[config.mk]
export PLATFORM = sky130hd
export DESIGN_NAME = wb_decoder
export DESIGN_NICKNAME = d
export VERILOG_FILES = /design/src/rtl/wb_decoder.sv
export SDC_FILE = /design/constraint.sdc
export NUM_CORES = 1
export LEC_CHECK = 0
export ABC_AREA = 1
export CAP_MARGIN = 20
export CORE_MARGIN = 10
export CORE_UTILIZATION = 14
export DETAILED_ROUTE_END_ITERATION = 8
export GPL_ROUTABILITY_DRIVEN = 0
export PLACE_DENSITY = 0.78
export SKIP_LAST_GASP = 1
export SYNTH_ARGS = -nofsm -noshare
export SYNTH_HDL_FRONTEND = slang
export SYNTH_SLANG_ARGS = --single-unit
[constraint.sdc]
create_clock -name clk_i -period 0.8 [get_ports clk_i]
set_input_delay 0.2 -clock clk_i [delete_from_list [all_inputs] [get_ports clk_i]]
set_output_delay 0.2 -clock clk_i [all_outputs]
set_load 0.01 [all_outputs]
[src/rtl/wb_decoder.sv]
// Wishbone single-master to N-slave decoder: registered slave select, ack/err/data routed back.
// Latency: 2-cycle minimum transfer (decode cycle + access cycle); unmapped addresses err on cycle 2.
// Backpressure: the master waits on the slave ack; WB_DECODER_TIMEOUT_EN adds an abort-on-stall counter.
module wb_decoder #(
  parameter int                N          = 2,
  parameter int                AW         = 32,
  parameter int                DW         = 32,
  parameter logic [N*AW-1:0]   SLAVE_BASE = '0,
  parameter logic [N*AW-1:0]   SLAVE_MASK = '0,
  parameter int                TIMEOUT    = 255
) (
  input  logic              clk_i,
  input  logic              rst_i,
  input  logic              m_cyc_i,
  input  logic              m_stb_i,
  input  logic              m_we_i,
  input  logic [AW-1:0]     m_adr_i,
  input  logic [DW-1:0]     m_dat_i,
  input  logic [DW/8-1:0]   m_sel_i,
  output logic [DW-1:0]     m_dat_o,
  output logic              m_ack_o,
  output logic              m_err_o,
  output logic [N-1:0]      s_cyc_o,
  output logic [N-1:0]      s_stb_o,
  output logic              s_we_o,
  output logic [AW-1:0]     s_adr_o,
  output logic [DW-1:0]     s_dat_o,
  output logic [DW/8-1:0]   s_sel_o,
  input  logic [N*DW-1:0]   s_dat_i,
  input  logic [N-1:0]      s_ack_i,
  input  logic [N-1:0]      s_err_i
);

  if (TIMEOUT < 1 || TIMEOUT > 65535) begin : g_bad_timeout
    $error("wb_decoder: TIMEOUT must be in 1..65535");
  end
  if (DW % 8 != 0) begin : g_bad_dw
    $error("wb_decoder: DW must be a multiple of 8");
  end

`ifdef WB_DECODER_TIMEOUT_EN
  typedef enum logic [1:0] {ST_IDLE, ST_ACCESS, ST_ERROR, ST_TIMEOUT} state_t;
  localparam logic [15:0] TO_LAST = 16'(TIMEOUT - 1);
  logic [15:0] cnt_r;
`else
  typedef enum logic [1:0] {ST_IDLE, ST_ACCESS, ST_ERROR} state_t;
`endif

  state_t          state_r, state_n;
  logic [N-1:0]    sel_r, sel_n;
  logic [N-1:0]    match_oh;
  logic [DW-1:0]   rd_dat;
  logic            sel_ack, sel_err;

  assign s_we_o  = m_we_i;
  assign s_adr_o = m_adr_i;
  assign s_dat_o = m_dat_i;
  assign s_sel_o = m_sel_i;

  // Scan from the top so the lowest matching index is written last and wins.
  always_comb begin
    match_oh = '0;
    for (int k = N - 1; k >= 0; k--) begin
      if ((m_adr_i & SLAVE_MASK[k*AW +: AW]) == (SLAVE_BASE[k*AW +: AW] & SLAVE_MASK[k*AW +: AW])) begin
        match_oh    = '0;
        match_oh[k] = 1'b1;
      end
    end
  end

  always_comb begin
    rd_dat = '0;
    for (int k = 0; k < N; k++) begin
      if (sel_r[k]) rd_dat = rd_dat | s_dat_i[k*DW +: DW];
    end
  end

  assign sel_ack = |(s_ack_i & sel_r);
  assign sel_err = |(s_err_i & sel_r);

  always_ff @(posedge clk_i) begin
    if (rst_i) begin
      state_r <= ST_IDLE;
      sel_r   <= '0;
    end else begin
      state_r <= state_n;
      sel_r   <= sel_n;
    end
  end

`ifdef WB_DECODER_TIMEOUT_EN
  always_ff @(posedge clk_i) begin
    if (rst_i) begin
      cnt_r <= '0;
    end else if (state_r == ST_IDLE && state_n == ST_ACCESS) begin
      cnt_r <= '0;
    end else if (state_r == ST_ACCESS && !(sel_ack || sel_err)) begin
      cnt_r <= cnt_r + 16'd1;
    end
  end
`endif

  always_comb begin
    state_n = state_r;
    sel_n   = sel_r;
    s_cyc_o = '0;
    s_stb_o = '0;
    m_ack_o = 1'b0;
    m_err_o = 1'b0;
    m_dat_o = '0;
    case (state_r)
      ST_IDLE: begin
        if (m_cyc_i && m_stb_i) begin
          if (|match_oh) begin
            sel_n   = match_oh;
            state_n = ST_ACCESS;
          end else begin
            state_n = ST_ERROR;
          end
        end
      end
      ST_ACCESS: begin
        s_cyc_o = sel_r & {N{m_cyc_i}};
        s_stb_o = sel_r & {N{m_stb_i}};
        m_ack_o = sel_ack;
        m_err_o = sel_err;
        m_dat_o = rd_dat;
        // A response in the same cycle as a master abort is still forwarded.
        if (sel_ack || sel_err || !m_cyc_i) begin
          state_n = ST_IDLE;
          sel_n   = '0;
        end
`ifdef WB_DECODER_TIMEOUT_EN
        else if (cnt_r == TO_LAST) begin
          state_n = ST_TIMEOUT;
          sel_n   = '0;
        end
`endif
      end
      ST_ERROR: begin
        m_err_o = m_cyc_i;
        state_n = ST_IDLE;
      end
`ifdef WB_DECODER_TIMEOUT_EN
      ST_TIMEOUT: begin
        m_err_o = m_cyc_i;
        state_n = ST_IDLE;
      end
`endif
      default: begin
        state_n = ST_IDLE;
        sel_n   = '0;
      end
    endcase
  end

endmodule

==> flow_metrics.py <==
metrics = {
    "clock_tree": {
        "clk-insertion-delay-late_ns": 0,
        "clkTransAtPathRegs_ns": 0,
        "cts_hold_buf": 0,
    },
    "power_and_ir_drop": {
        "leakage_uw": 0.000782,
        "total_power_uw": 448,
        "ir_drop_mv": 0.210,
        "p_per_area_nw_per_um2": 382,
    },
    "yosys": {
        "synth_cell_type_count": 10,
        "synth_seq_cells": 1,
        "synth_area_per_cell_um2": 5.83,
        "synth_top_cell_by_area": "buf_4",
        "synthTopCellsByArea": "buf_4 (58%), nand2_1 (16%), inv_1 (16%)",
        "syn_area_um2": 916,
        "synth_warnings": 0,
        "ys_seq_area_share_pct": 2.19,
        "synth_top_area_share_pct": 58.2,
        "synth_cells": 157,
    },
    "timing": {
        "max_freq_mhz": 1050,
        "post-route-period-util_pct": 119,
        "hold_viol": 0,
        "rsz0062_at_grt": "yes",
        "worst_slack_ns": -0.156,
        "fin_worst_skew_ns": 0,
        "min_period_ns": 0.956,
        "setup_viol": 37,
        "drv_slew": 0,
    },
    "setup_path": {
        "cp.arrival_ns": 0.76,
        "crit_path_end_kind": "output port",
        "reg2reg_to": "state_r[0]",
        "timing.rr.start": "state_r[0]",
        "cp_max_fo": 25,
        "required_ns": 0.60,
        "cp-start-kind": "register",
        "path_class": "reg -> out",
        "r2r_slack_ns": -0.13,
        "ff2ff_path_depth": 5,
    },
    "job": {
        "cap_viol_max_count": 0,
    },
    "global_route": {
        "global_route.usage.total_pct": 5.22,
        "grt_overflow_total": 0,
        "grt_antenna_before_repair": 0,
        "grt_max_degree": 26,
        "grt_pass1_wl_um": 4490,
        "grt_pass1_vias": 887,
    },
    "detailed_routing": {
        "remaining_drc_errors": 0,
        "highest-signal-layer": "met4",
        "routed_via_density": 3.28,
        "initialDrtViolationCount": 9,
        "dr_wl_met3_um": 543,
        "vias": 773,
        "routedWlPerCell_um": 12.7,
        "drtPass1Iterations": 4,
        "wl_um": 2990,
        "wirelength_met1_um": 888,
        "wl_met2_um": 1400,
        "detail-route-antenna-nets": 0,
    },
    "min_path": {
        "holdPathStages": 0,
        "hold_path_class": "in -> out",
        "whs_endpoint": "s_adr_o[24]",
        "hold_start": "m_adr_i[24]",
    },
    "die": {
        "rows": 29,
        "io_pins": 248,
        "initial_core_util_pct": 14.4,
        "dieArea_um2": 10200,
        "coreArea_um2": 6350,
        "die_h_um": 101,
        "die_x_um": 101,
    },
    "finish": {
        "layout.nets": 302,
        "fin_cells": 236,
        "final_util_pct": 18.5,
        "fillers": 748,
        "reg_top3": "state_r x1",
        "drive_above_1_share_pct": 47.2,
        "area_growth_syn_to_layout_pct": 28.1,
        "regMostFlops": "state_r",
        "fin_area_um2": 1170,
        "largest_reg_flops": 1,
        "antenna_cells": 0,
    },
    "status": {
        "violations": "negative setup slack",
        "status": "finished with violations",
    },
    "placed_design": {
        "place_hpwl_um": 2690,
        "port_buffers": 73,
        "placed_area_um2": 1200,
        "dp.cells": 236,
    },
}
-- power by group --
part	total [µW]	internal, µW	leakage, µW	switching, µW
Combinational	391	227	0.000773	164
Sequential	57.1	54.1	0.00000861	2.99
Clock	0	0	0	0
-- layout by cell type (no fill, tap or decap) --
master           instances
buf_12                   1
buf_2                    5
buf_4                    1
buf_6                   32
clkdlybuf4s50_1          1
conb_1                   2
dfxtp_2                  1
dlygate4sd2_1           36
inv_1                    8
inv_2                   31
nand2_1                 36
nand2_2                  3
nor2_1                   1
nor2_2                   1
-- worst max-delay path by stage --
stage	start	end	slack, ns	cells past startpoint
2_1_floorplan	state_r[0]	m_dat_o[0]	-0.07	4
3_3_place_gp	m_stb_i	s_stb_o[0]	-0.73	4
3_5_place_dp	s_dat_i[30]	m_dat_o[30]	-0.74	4
4_1_cts	state_r[0]	m_ack_o	-0.18	4
5_1_grt	state_r[0]	m_ack_o	-0.22	4
6_report	state_r[0]	m_dat_o[7]	-0.16	4
-- final cells by class --
type                       instances  area (µm²)  area share [%]
sequential                         1        21.3            1.81
tap                               77        96.3            8.21
multi-input combinational         43         171            14.6
timing repair buffer              76         738            62.9
inverter                          39         146            12.5
-- repair_timing --
| item | CTS | global route |
|---|---|---|
| pin swaps | 15 | 0 |
| endpoints found under the setup margin | 37 | 37 |
| resized for setup | 213 | 0 |
| setup buffers | 0 | 0 |
-- critical path, cell delays in order, from the launching register on --
cell and delay (ns):
dfxtp_2 0.34, buf_12 0.16, nand2_1 0.09, inv_2 0.07, buf_6 0.09
-- synth_stat cells --
| cell type | number |
|---|---|
| inv_1 | 38 |
| nand2_1 | 39 |
| inv_2 | 1 |
| nor2_1 | 1 |
| buf_4 | 71 |
| buf_8 | 3 |
| conb_1 | 1 |
| buf_6 | 1 |
| dfxtp_1 | 1 |
| nor2_2 | 1 |
-- cell families (layout without fill, tap and decap cells) --
family / after synthesis / after routing / share of synthesized area [%]
AND/OR/NAND/NOR: 41 / 41 / 17.1
other: 1 / 2 / 0.409
buffers and inverters: 114 / 115 / 80.3
flip-flops: 1 / 1 / 2.19
-- through the flow --
stage	worst slack (ns)	TNS (ns)	hold WS, ns
finish	-0.156	-4.64	0.400
global route	-0.222	-6.43	0.400
CTS	-0.176	-5.05	0.400
detailed placement	-0.738	-25.56	0.400
global placement	-0.732	-25.44	0.400
floorplan	-0.0681	-2.00	0.350
-- metal layers --
| layer | global-route usage, % | up-vias |
|---|---|---|
| li1 | - | 358 |
| met1 | 4.67 | 315 |
| met2 | 8.55 | 68 |
| met3 | 3.84 | 32 |
| met4 | 2.72 | 0 |
| met5 | 0 | - |
No activity file was read; power rests on OpenSTA's default activity.
